===== config.mk =====
export PLATFORM = sky130hd
export DESIGN_NAME = axil_bram_bridge_flat
export DESIGN_NICKNAME = d
export VERILOG_FILES = /design/src/rtl/axil_bram_bridge_pkg.sv /design/src/rtl/axil_bram_bridge_if.sv /design/src/rtl/axil_bram_bridge.sv /design/src/flat_wrapper.sv
export SDC_FILE = /design/constraint.sdc
export NUM_CORES = 1
export LEC_CHECK = 0
export ABC_AREA = 1
export ABC_CLOCK_PERIOD_IN_PS = 4400
export CAP_MARGIN = 15
export CELL_PAD_IN_SITES_DETAIL_PLACEMENT = 1
export CELL_PAD_IN_SITES_GLOBAL_PLACEMENT = 1
export CORE_UTILIZATION = 25
export CTS_CLUSTER_SIZE = 8
export DETAILED_ROUTE_END_ITERATION = 8
export GPL_TIMING_DRIVEN = 0
export PLACE_DENSITY = 0.86
export SLEW_MARGIN = 15
export SYNTH_ARGS = -nofsm -noshare
export SYNTH_HDL_FRONTEND = slang
export SYNTH_SLANG_ARGS = --single-unit

===== constraint.sdc =====
create_clock -name clk -period 4.4 [get_ports clk]
set_input_delay 0.88 -clock clk [delete_from_list [all_inputs] [get_ports clk]]
set_output_delay 0.88 -clock clk [all_outputs]
set_load 0.1 [all_outputs]

===== src/rtl/axil_bram_bridge_pkg.sv =====
// Shared types and constants for the AXI4-Lite to BRAM bridge.
package axil_bram_pkg;

  typedef enum logic [2:0] {
    IDLE  = 3'd0,
    WR    = 3'd1,
    BRESP = 3'd2,
    RD    = 3'd3,
    RWAIT = 3'd4,
    RRESP = 3'd5
  } state_t;

  localparam logic [1:0] RESP_OKAY   = 2'b00;
  // Kept for completeness; the bridge never reports an error.
  localparam logic [1:0] RESP_SLVERR = 2'b10;

endpackage


===== src/rtl/axil_bram_bridge_if.sv =====
// AXI4-Lite bus bundle between the interconnect (master) and the bridge (slave).
interface axil_bram_bridge_if #(
  parameter int ADDR_WIDTH = 16
);
  logic [ADDR_WIDTH-1:0] s_awaddr;
  logic                  s_awvalid;
  logic                  s_awready;
  logic [31:0]           s_wdata;
  logic [3:0]            s_wstrb;
  logic                  s_wvalid;
  logic                  s_wready;
  logic [1:0]            s_bresp;
  logic                  s_bvalid;
  logic                  s_bready;
  logic [ADDR_WIDTH-1:0] s_araddr;
  logic                  s_arvalid;
  logic                  s_arready;
  logic [31:0]           s_rdata;
  logic [1:0]            s_rresp;
  logic                  s_rvalid;
  logic                  s_rready;

  modport slave (
    input  s_awaddr, s_awvalid, s_wdata, s_wstrb, s_wvalid, s_bready,
    input  s_araddr, s_arvalid, s_rready,
    output s_awready, s_wready, s_bresp, s_bvalid,
    output s_arready, s_rdata, s_rresp, s_rvalid
  );

  modport master (
    output s_awaddr, s_awvalid, s_wdata, s_wstrb, s_wvalid, s_bready,
    output s_araddr, s_arvalid, s_rready,
    input  s_awready, s_wready, s_bresp, s_bvalid,
    input  s_arready, s_rdata, s_rresp, s_rvalid
  );
endinterface


===== src/rtl/axil_bram_bridge.sv =====
// AXI4-Lite slave to BRAM master bridge, one transaction in flight.
// Optional: define AXIL_BRAM_BRIDGE_RR_ARB_EN for round-robin read/write
// arbitration; otherwise writes win when both sides are eligible.
module axil_bram_bridge
  import axil_bram_pkg::*;
#(
  parameter int ADDR_WIDTH   = 16,
  parameter int READ_LATENCY = 1
) (
  input  logic                  clk,
  input  logic                  rst,
  axil_bram_bridge_if.slave     s_axil,
  output logic [ADDR_WIDTH-1:0] bram_addr,
  output logic                  bram_en,
  output logic [3:0]            bram_we,
  output logic [31:0]           bram_wrdata,
  input  logic [31:0]           bram_rddata
);

  // Word alignment mask: low two address bits are always driven to zero.
  localparam logic [ADDR_WIDTH-1:0] ALIGN_MASK = {{(ADDR_WIDTH-2){1'b1}}, 2'b00};
  // Extra RWAIT cycles beyond the first one.
  localparam logic [1:0] LAT_M1 = 2'(READ_LATENCY - 1);

  state_t     r_state;
  logic [1:0] r_lat_cnt;

  logic w_idle;
  logic w_wr_elig;
  logic w_rd_elig;
  logic w_wr_wins;
  logic w_grant_wr;
  logic w_grant_rd;

  // Readies stay low while reset is held so nothing is accepted during reset.
  assign w_idle    = (r_state == IDLE) && !rst;
  assign w_wr_elig = w_idle && s_axil.s_awvalid && s_axil.s_wvalid;
  assign w_rd_elig = w_idle && s_axil.s_arvalid;

`ifdef AXIL_BRAM_BRIDGE_RR_ARB_EN
  logic r_last_wr;  // 1 = last grant went to the write side

  // Remember which side was granted most recently.
  always_ff @(posedge clk or posedge rst) begin
    if (rst) begin
      r_last_wr <= 1'b0;
    end else if (w_grant_wr) begin
      r_last_wr <= 1'b1;
    end else if (w_grant_rd) begin
      r_last_wr <= 1'b0;
    end else begin
      r_last_wr <= r_last_wr;
    end
  end

  assign w_wr_wins = !r_last_wr;
`else
  assign w_wr_wins = 1'b1;
`endif

  assign w_grant_wr = w_wr_elig && (!w_rd_elig || w_wr_wins);
  assign w_grant_rd = w_rd_elig && !w_grant_wr;

  assign s_axil.s_awready = w_grant_wr;
  assign s_axil.s_wready  = w_grant_wr;
  assign s_axil.s_arready = w_grant_rd;

  // Main FSM: sequences the BRAM cycle and the registered AXI responses.
  always_ff @(posedge clk or posedge rst) begin
    if (rst) begin
      r_state         <= IDLE;
      r_lat_cnt       <= 2'd0;
      bram_addr       <= '0;
      bram_en         <= 1'b0;
      bram_we         <= 4'h0;
      bram_wrdata     <= 32'h0;
      s_axil.s_bvalid <= 1'b0;
      s_axil.s_bresp  <= RESP_OKAY;
      s_axil.s_rvalid <= 1'b0;
      s_axil.s_rresp  <= RESP_OKAY;
      s_axil.s_rdata  <= 32'h0;
    end else begin
      case (r_state)
        IDLE: begin
          if (w_grant_wr) begin
            bram_addr   <= s_axil.s_awaddr & ALIGN_MASK;
            bram_wrdata <= s_axil.s_wdata;
            bram_we     <= s_axil.s_wstrb;
            bram_en     <= 1'b1;
            r_state     <= WR;
          end else if (w_grant_rd) begin
            bram_addr <= s_axil.s_araddr & ALIGN_MASK;
            bram_we   <= 4'h0;
            bram_en   <= 1'b1;
            r_state   <= RD;
          end else begin
            r_state <= IDLE;
          end
        end
        WR: begin
          bram_en         <= 1'b0;
          bram_we         <= 4'h0;
          s_axil.s_bvalid <= 1'b1;
          s_axil.s_bresp  <= RESP_OKAY;
          r_state         <= BRESP;
        end
        BRESP: begin
          if (s_axil.s_bready) begin
            s_axil.s_bvalid <= 1'b0;
            r_state         <= IDLE;
          end else begin
            r_state <= BRESP;
          end
        end
        RD: begin
          bram_en   <= 1'b0;
          r_lat_cnt <= LAT_M1;
          r_state   <= RWAIT;
        end
        RWAIT: begin
          if (r_lat_cnt == 2'd0) begin
            s_axil.s_rdata  <= bram_rddata;
            s_axil.s_rvalid <= 1'b1;
            s_axil.s_rresp  <= RESP_OKAY;
            r_state         <= RRESP;
          end else begin
            r_lat_cnt <= r_lat_cnt - 2'd1;
            r_state   <= RWAIT;
          end
        end
        RRESP: begin
          if (s_axil.s_rready) begin
            s_axil.s_rvalid <= 1'b0;
            r_state         <= IDLE;
          end else begin
            r_state <= RRESP;
          end
        end
        default: begin
          bram_en         <= 1'b0;
          bram_we         <= 4'h0;
          s_axil.s_bvalid <= 1'b0;
          s_axil.s_rvalid <= 1'b0;
          r_state         <= IDLE;
        end
      endcase
    end
  end

endmodule


===== src/flat_wrapper.sv =====
// flat-port wrapper written by rule: the top's interface ports become plain ports
module axil_bram_bridge_flat import axil_bram_pkg::*;
#(
  parameter int ADDR_WIDTH   = 16,
  parameter int READ_LATENCY = 1
)
  (clk, rst, bram_addr, bram_en, bram_we, bram_wrdata, bram_rddata, s_axil_s_awaddr, s_axil_s_awvalid, s_axil_s_wdata, s_axil_s_wstrb, s_axil_s_wvalid, s_axil_s_bready, s_axil_s_araddr, s_axil_s_arvalid, s_axil_s_rready, s_axil_s_awready, s_axil_s_wready, s_axil_s_bresp, s_axil_s_bvalid, s_axil_s_arready, s_axil_s_rdata, s_axil_s_rresp, s_axil_s_rvalid);
  axil_bram_bridge_if #(.ADDR_WIDTH(ADDR_WIDTH)) s_axil_i ();
  input  logic clk;
  input  logic rst;
  output logic [ADDR_WIDTH-1:0] bram_addr;
  output logic bram_en;
  output logic [3:0] bram_we;
  output logic [31:0] bram_wrdata;
  input  logic [31:0] bram_rddata;
  input wire logic [$bits(s_axil_i.s_awaddr)-1:0] s_axil_s_awaddr;
  input wire logic [$bits(s_axil_i.s_awvalid)-1:0] s_axil_s_awvalid;
  input wire logic [$bits(s_axil_i.s_wdata)-1:0] s_axil_s_wdata;
  input wire logic [$bits(s_axil_i.s_wstrb)-1:0] s_axil_s_wstrb;
  input wire logic [$bits(s_axil_i.s_wvalid)-1:0] s_axil_s_wvalid;
  input wire logic [$bits(s_axil_i.s_bready)-1:0] s_axil_s_bready;
  input wire logic [$bits(s_axil_i.s_araddr)-1:0] s_axil_s_araddr;
  input wire logic [$bits(s_axil_i.s_arvalid)-1:0] s_axil_s_arvalid;
  input wire logic [$bits(s_axil_i.s_rready)-1:0] s_axil_s_rready;
  output wire logic [$bits(s_axil_i.s_awready)-1:0] s_axil_s_awready;
  output wire logic [$bits(s_axil_i.s_wready)-1:0] s_axil_s_wready;
  output wire logic [$bits(s_axil_i.s_bresp)-1:0] s_axil_s_bresp;
  output wire logic [$bits(s_axil_i.s_bvalid)-1:0] s_axil_s_bvalid;
  output wire logic [$bits(s_axil_i.s_arready)-1:0] s_axil_s_arready;
  output wire logic [$bits(s_axil_i.s_rdata)-1:0] s_axil_s_rdata;
  output wire logic [$bits(s_axil_i.s_rresp)-1:0] s_axil_s_rresp;
  output wire logic [$bits(s_axil_i.s_rvalid)-1:0] s_axil_s_rvalid;
  assign s_axil_i.s_awaddr = s_axil_s_awaddr;
  assign s_axil_i.s_awvalid = s_axil_s_awvalid;
  assign s_axil_i.s_wdata = s_axil_s_wdata;
  assign s_axil_i.s_wstrb = s_axil_s_wstrb;
  assign s_axil_i.s_wvalid = s_axil_s_wvalid;
  assign s_axil_i.s_bready = s_axil_s_bready;
  assign s_axil_i.s_araddr = s_axil_s_araddr;
  assign s_axil_i.s_arvalid = s_axil_s_arvalid;
  assign s_axil_i.s_rready = s_axil_s_rready;
  assign s_axil_s_awready = s_axil_i.s_awready;
  assign s_axil_s_wready = s_axil_i.s_wready;
  assign s_axil_s_bresp = s_axil_i.s_bresp;
  assign s_axil_s_bvalid = s_axil_i.s_bvalid;
  assign s_axil_s_arready = s_axil_i.s_arready;
  assign s_axil_s_rdata = s_axil_i.s_rdata;
  assign s_axil_s_rresp = s_axil_i.s_rresp;
  assign s_axil_s_rvalid = s_axil_i.s_rvalid;
  axil_bram_bridge #(.ADDR_WIDTH(ADDR_WIDTH), .READ_LATENCY(READ_LATENCY)) u_core (.clk(clk), .rst(rst), .s_axil(s_axil_i), .bram_addr(bram_addr), .bram_en(bram_en), .bram_we(bram_we), .bram_wrdata(bram_wrdata), .bram_rddata(bram_rddata));
endmodule

==> results of run 1 <==
registers in the layout (all words and copies together), names as in the netlist:
signal and cells:
u_core.r_state 3, u_core.bram_wrdata 32, u_core.s_axil.s_rdata 32, u_core.bram_addr 14, u_core.s_axil.s_rvalid 1, u_core.s_axil.s_bvalid 1
u_core.bram_en 1, u_core.bram_we 4, u_core.r_lat_cnt 2
metrics by stage:
| stage | area (µm²) | hold WS (ns) |
|---|---|---|
| 6_report | 6482 | 0.4720 |
| 4_1_cts | 6486 | 0.4783 |
| 5_1_grt | 6482 | 0.4913 |
| 2_1_floorplan | 3938 | 0.4598 |
| 3_5_place_dp | 6143 | 0.4618 |
| 3_3_place_gp | 6103 | 0.4545 |
worst paths after layout:
check | from | to | slack [ns] | cells past startpoint
max in group asynchronous | rst | u_core.bram_wrdata[25] | 2.56 | 3
hold / removal | u_core.bram_we[0] | u_core.bram_we[0] | 0.47 | 2
hold reg to reg | u_core.bram_we[0] | u_core.bram_we[0] | 0.47 | 2
min in group asynchronous | rst | u_core.bram_wrdata[2] | 1.12 | 2
setup / recovery | rst | s_axil_s_awready | 0.17 | 6
setup reg to reg | u_core.r_lat_cnt[0] | u_core.s_axil.s_rdata[30] | 2.72 | 6
routing by layer:
| layer | vias up | track usage [%] |
|---|---|---|
| met2 | 98 | 30.25 |
| met1 | 1818 | 20.38 |
| li1 | 1855 | - |
| met4 | 0 | 8.333 |
| met5 | - | 0 |
| met3 | 22 | 3.099 |
tightest hold or removal path, cell delays in order, from the launching register on:
cell and delay (ns):
dfrtp_1 0.34, nand2_1 0.05, nand2_1 0.05
Yosys cell counts:
cell type | n | share of area [%]
dfrtp_1 | 90 | 58
nand3b_1 | 1 | 0.19
nor2_4 | 2 | 0.58
ha_1 | 1 | 0.32
buf_6 | 3 | 0.86
inv_2 | 2 | 0.19
a21oi_1 | 1 | 0.13
conb_1 | 1 | 0.096
nand3_1 | 54 | 6.9
buf_2 | 15 | 1.9
inv_1 | 41 | 3.9
nand4_1 | 1 | 0.16
clkbuf_1 | 4 | 0.38
o21ai_0 | 3 | 0.38
nor2_1 | 4 | 0.38
nand4_4 | 1 | 0.54
nand2_1 | 245 | 23
nand2_2 | 2 | 0.32
inv_4 | 1 | 0.16
buf_4 | 8 | 1.5
placed cells by master, fill, tap and decap left out, drive strengths merged:
master	netlist	layout
clkinvlp	0	3
clkinv	0	1
bufinv	0	2
nand3b	1	1
inv	44	43
nand2	247	247
dfrtp	90	90
buf	26	28
clkbuf	4	17
a21oi	1	1
clkdlybuf4s15	0	1
o21ai	3	3
nand4	2	2
nand3	54	54
clkdlybuf4s50	0	187
conb	1	6
ha	1	1
dlygate4sd2	0	1
nor2	6	6
cell type report:
class	instances	area, µm²	area share [%]
Buffer	30	183.9	2.837
Clock buffer	12	266.5	4.111
Clock inverter	4	72.57	1.119
Inverter	44	171.4	2.644
Multi-Input combinational cell	321	1330	20.52
Sequential cell	90	2252	34.74
Tap cell	211	264.0	4.073
Timing Repair Buffer	192	1937	29.88
Timing Repair inverter	1	5.005	0.07721
logic make-up after synthesis:
| group | Yosys count | share of synthesized area, % |
|---|---|---|
| and+or+nand+nor | 310 | 32.57 |
| DFF | 90 | 57.53 |
| buffers and inverters | 74 | 8.981 |
| AOI/OAI and AO/OA | 4 | 0.5111 |
| adders and majority gates | 1 | 0.3195 |
| other | 1 | 0.09579 |
what timing repair did:
action	CTS	global route
endpoints found under the setup margin	3	1
gates cloned	1	0
gates resized for setup	5	2
==> results.rst, run 1 <==
.. list-table::
   :header-rows: 1

   * - Metric
     - Value
   * - Die outline area
     - 16160 µm²
   * - Antenna violations before repair
     - 0
   * - Number of clock buffers inserted by TritonCTS
     - 9
   * - Crit-path max cell delay
     - 0.89 ns
   * - Global-route wire length before repair
     - 21.15 mm
   * - Pin count of the biggest net entering global routing
     - 35
   * - Cell with the largest stage delay on the worst path
     - dlygate4sd2_1
   * - Cell family with most CP delay
     - buffers and inverters
   * - Critical Path AT
     - 3.35 ns
   * - Buffers inserted during post-CTS setup optimization
     - 0
   * - Total number of yosys warnings
     - 0
   * - Root buffer selected by CTS
     - clkbuf_16
   * - Fillers
     - 1836
   * - Crit end category
     - primary output
   * - Core footprint
     - 15260 µm²
   * - Final WS setup
     - 0.1717 ns
   * - Synth-to-layout area growth
     - 65.58%
   * - Number of global-route vias before repair
     - 4079
   * - Achievable Freq
     - 236.5 MHz
   * - Max Transition Viols Final
     - 0
   * - Worst slew slack as a fraction of its limit
     - 31.03%
   * - Met2 wire len
     - 6.761 mm
   * - Inserted Diodes
     - 0
   * - Routed WL per cell
     - 14.81 µm
   * - Worst-skew pair later-pin latency
     - 0.34 ns
   * - Worst setup slack after placement
     - -0.5480 ns
   * - Library cells used by synthesis
     - 20
   * - Final Core Density
     - 42.48%
   * - Type of the setup path with the least slack
     - in2out
   * - Post-Place Cells
     - 888
   * - Number of hold buffers added after CTS
     - 0
   * - Crit path launch type
     - input pin
   * - Metal1 wirelength
     - 5.727 mm
   * - Total gr overflow
     - 0
   * - Result of the run
     - complete, no violations
   * - Via/cell ratio
     - 4.191
   * - Total of buffers placed on input and output ports
     - 190
   * - Deepest level of the CTS H-tree
     - 3
   * - Total of max-cap violations
     - 0
   * - Total via count in the routed design
     - 3793
   * - Share of final-layout standard cells stronger than drive strength 1
     - 8.069%
   * - Count of mapped cells out of synthesis
     - 480
   * - Site row count
     - 45
   * - Pin slew with the least headroom to its limit
     - 1.031 ns
   * - Clock-pin slew of the registers on the worst-case setup and hold paths
     - 0.06 ns
   * - Met3 layer wire length in the routed design
     - 531 µm
   * - Worst endpoint required time
     - 3.52 ns
   * - Fin crit period
     - 4.228 ns
   * - Highest metal layer used by the detailed router
     - met4
   * - Mapped Area
     - 3915 µm²
   * - Weighted congestion at the end of routability-driven global placement
     - 0.7619
   * - Clock Sinks
     - 90
   * - Largest buffer count on any clock path
     - 2
   * - Syn avg cell area
     - 8.156 µm²
   * - Nets
     - 797
   * - DIE WIDTH
     - 127.1 µm
   * - Post-synthesis register bit count
     - 90
   * - Worst Skew
     - 0.004879 ns
   * - Cells traversed along the worst timing path
     - clkdlybuf4s50_1 -> clkinvlp_4 -> nand4_4 -> inv_2 -> buf_2 -> dlygate4sd2_1
   * - Final hold violations
     - 0
   * - Setup repair after global routing missed its margin
     - false
   * - Final Routed Wirelength
     - 13.40 mm
   * - CTS tree
     - built
   * - Detailed placer's ending HPWL
     - 10.00 mm
   * - First DRT Iteration DRCs
     - 117
   * - 1st-pass router iterations
     - 4
   * - Final worst path period share
     - 96.10%
   * - GR Util All Layers
     - 17.24%
   * - Setup TNS
     - 0 ns
   * - Number of top-level pins
     - 201
   * - Buf+Inv Stages, Crit Path
     - 5
   * - Die Height
     - 127.1 µm
   * - Sequential fraction of the synthesis area
     - 57.53%
   * - Final setup violating endpoints
     - 0
   * - Effective utilization at floorplan
     - 25.66%
   * - Number of design rule violations left after detail routing
     - 0
   * - Filler-free cell count of the finished design
     - 905
   * - Antenna-violating nets left
     - 0
   * - Crit Path Max Fanout
     - 14
   * - Worst min-delay path class
     - reg2reg
Power of run 1 is left out: the tool's default activity adds up to more than one toggle a clock period on the data nets, which glitch-free logic cannot reach.
==> inputs of run 2 (changes only) <==
- GPL_TIMING_DRIVEN: 0 -> 1
- REMOVE_ABC_BUFFERS: unset -> 1
==> results.rst, run 2 (same netlist as run 1, synthesis figures left out) <==
.. list-table::
   :header-rows: 1

   * - Metric
     - Value
   * - Cell with the largest stage delay on the worst path
     - clkdlybuf4s50_1
   * - Final setup violating endpoints
     - 0
   * - Antenna-violating nets left
     - 0
   * - Global-route wire length before repair
     - 19.65 mm
   * - Crit Path Max Fanout
     - 4
   * - Deepest level of the CTS H-tree
     - 3
   * - Worst Skew
     - 0.003842 ns
   * - Worst slew slack as a fraction of its limit
     - 28.25%
   * - Synth-to-layout area growth
     - 60.69%
   * - Total of buffers placed on input and output ports
     - 190
   * - CTS tree
     - built
   * - Pin count of the biggest net entering global routing
     - 53
   * - Filler-free cell count of the finished design
     - 876
   * - Weighted congestion at the end of routability-driven global placement
     - 0.6994
   * - Final hold violations
     - 0
   * - Achievable Freq
     - 341.1 MHz
   * - Setup TNS
     - 0 ns
   * - Crit end category
     - primary output
   * - Number of clock buffers inserted by TritonCTS
     - 9
   * - Inserted Diodes
     - 0
   * - Post-route cell area
     - 6291 µm²
   * - Result of the run
     - complete, no violations
   * - Critical Path AT
     - 2.05 ns
   * - Number of design rule violations left after detail routing
     - 0
   * - Pin slew with the least headroom to its limit
     - 1.073 ns
   * - Die outline area
     - 16160 µm²
   * - GR Util All Layers
     - 15.80%
   * - Number of top-level pins
     - 201
   * - Share of final-layout standard cells stronger than drive strength 1
     - 4.662%
   * - Cells traversed along the worst timing path
     - clkdlybuf4s50_1 -> inv_4 -> nand4_1 -> inv_1 -> nand2_1 -> inv_1 -> buf_12
   * - Via/cell ratio
     - 4.241
   * - Final worst path period share
     - 66.63%
   * - Largest buffer count on any clock path
     - 2
   * - Root buffer selected by CTS
     - clkbuf_16
   * - Worst endpoint required time
     - 3.52 ns
   * - Clock Sinks
     - 90
   * - Post-Place Cells
     - 861
   * - Type of the setup path with the least slack
     - in2out
   * - Worst-skew pair later-pin latency
     - 0.34 ns
   * - Registers with the most flip-flops
     - u_core.bram_wrdata (32), u_core.s_axil.s_rdata (32), u_core.bram_addr (14)
   * - Leading cell type in the layout, fill and taps excluded
     - nand2_1
   * - Most frequent cells in the layout
     - nand2_1 (245), clkdlybuf4s50_1 (187), dfrtp_1 (90), nand3_1 (54), inv_1 (40)
   * - Final Routed Wirelength
     - 12.36 mm
   * - Antenna violations before repair
     - 0
   * - Resized Gates After CTS
     - 0
   * - Site row count
     - 45
   * - Number of global-route vias before repair
     - 3836
   * - DIE WIDTH
     - 127.1 µm
   * - Setup repair after global routing missed its margin
     - false
   * - Total placed instance area
     - 5986 µm²
   * - First DRT Iteration DRCs
     - 80
   * - Crit-path max cell delay
     - 0.44 ns
   * - Fin crit period
     - 2.932 ns
   * - Most common cell type on the critical path
     - inv_1
   * - Effective utilization at floorplan
     - 25.66%
   * - Die Height
     - 127.1 µm
   * - Number of hold buffers added after CTS
     - 0
   * - Clock-pin slew of the registers on the worst-case setup and hold paths
     - 0.06 ns
   * - Crit path launch type
     - input pin
   * - Max Transition Viols Final
     - 0
   * - Total of max-cap violations
     - 0
   * - Worst min-delay path class
     - reg2reg
   * - Detailed placer's ending HPWL
     - 8.882 mm
   * - 1st-pass router iterations
     - 4
   * - Nets
     - 769
   * - Core footprint
     - 15260 µm²
   * - Total gr overflow
     - 0
   * - Buffers inserted during post-CTS setup optimization
     - 0
   * - Total via count in the routed design
     - 3715
   * - Routed WL per cell
     - 14.11 µm
   * - Final Core Density
     - 41.23%
## run 2: cell types whose count changed in the layout (fill, tap and decap cells not counted), moves of 2 or more
| cell | previous run | this run |
|---|---|---|
| buf_2 | 15 | 0 |
| clkinvlp_4 | 2 | 0 |
| buf_6 | 3 | 0 |
| buf_4 | 8 | 5 |
| clkbuf_1 | 4 | 1 |
## run 2: layer usage
metal	vias up	track usage [%]	wire length, µm
met5	-	0	0
met4	0	6.092	137
met1	1768	17.64	5096
met2	140	27.86	6140
li1	1799	-	-
met3	8	5.235	983
## run 2: cell type report
class	instances	area (µm²)
fillers	1791	8967
flip-flops and latches	90	2252
repair buffers	195	1969
multi-input cells	321	1330
clock buffers	13	270.3
well taps	211	264.0
inverters	44	170.2
clock inverters	2	35.03
## run 2: path summary, 6_finish.rpt
path / slack [ns] / startpoint / end / depth (start not counted)
worst max-delay path: 1.47 / rst / s_axil_s_arready / 7
worst min-delay path: 0.47 / u_core.s_axil.s_rdata[4] / u_core.s_axil.s_rdata[4] / 2
worst max register to register: 2.02 / u_core.r_state[1] / u_core.s_axil.s_rdata[17] / 6
worst min register to register: 0.47 / u_core.s_axil.s_rdata[4] / u_core.s_axil.s_rdata[4] / 2
max in group asynchronous: 2.80 / rst / u_core.bram_wrdata[3] / 3
min in group asynchronous: 1.09 / rst / u_core.r_state[1] / 3
## run 2: critical path, delay by kind of cell
family	cells	cell delay, ns
buffers and inverters	5	0.91
AND/OR/NAND/NOR	2	0.26
## run 2: through the flow
stage | hold WS (ns) | setup slack [ns]
6_report | 0.4716 | 1.468
5_1_grt | 0.4858 | 1.387
4_1_cts | 0.4748 | 1.434
3_5_place_dp | 0.4590 | 1.386
3_3_place_gp | 0.4522 | 1.426
2_1_floorplan | 0.4599 | -1.326
Power of run 2 is left out for the same reason.
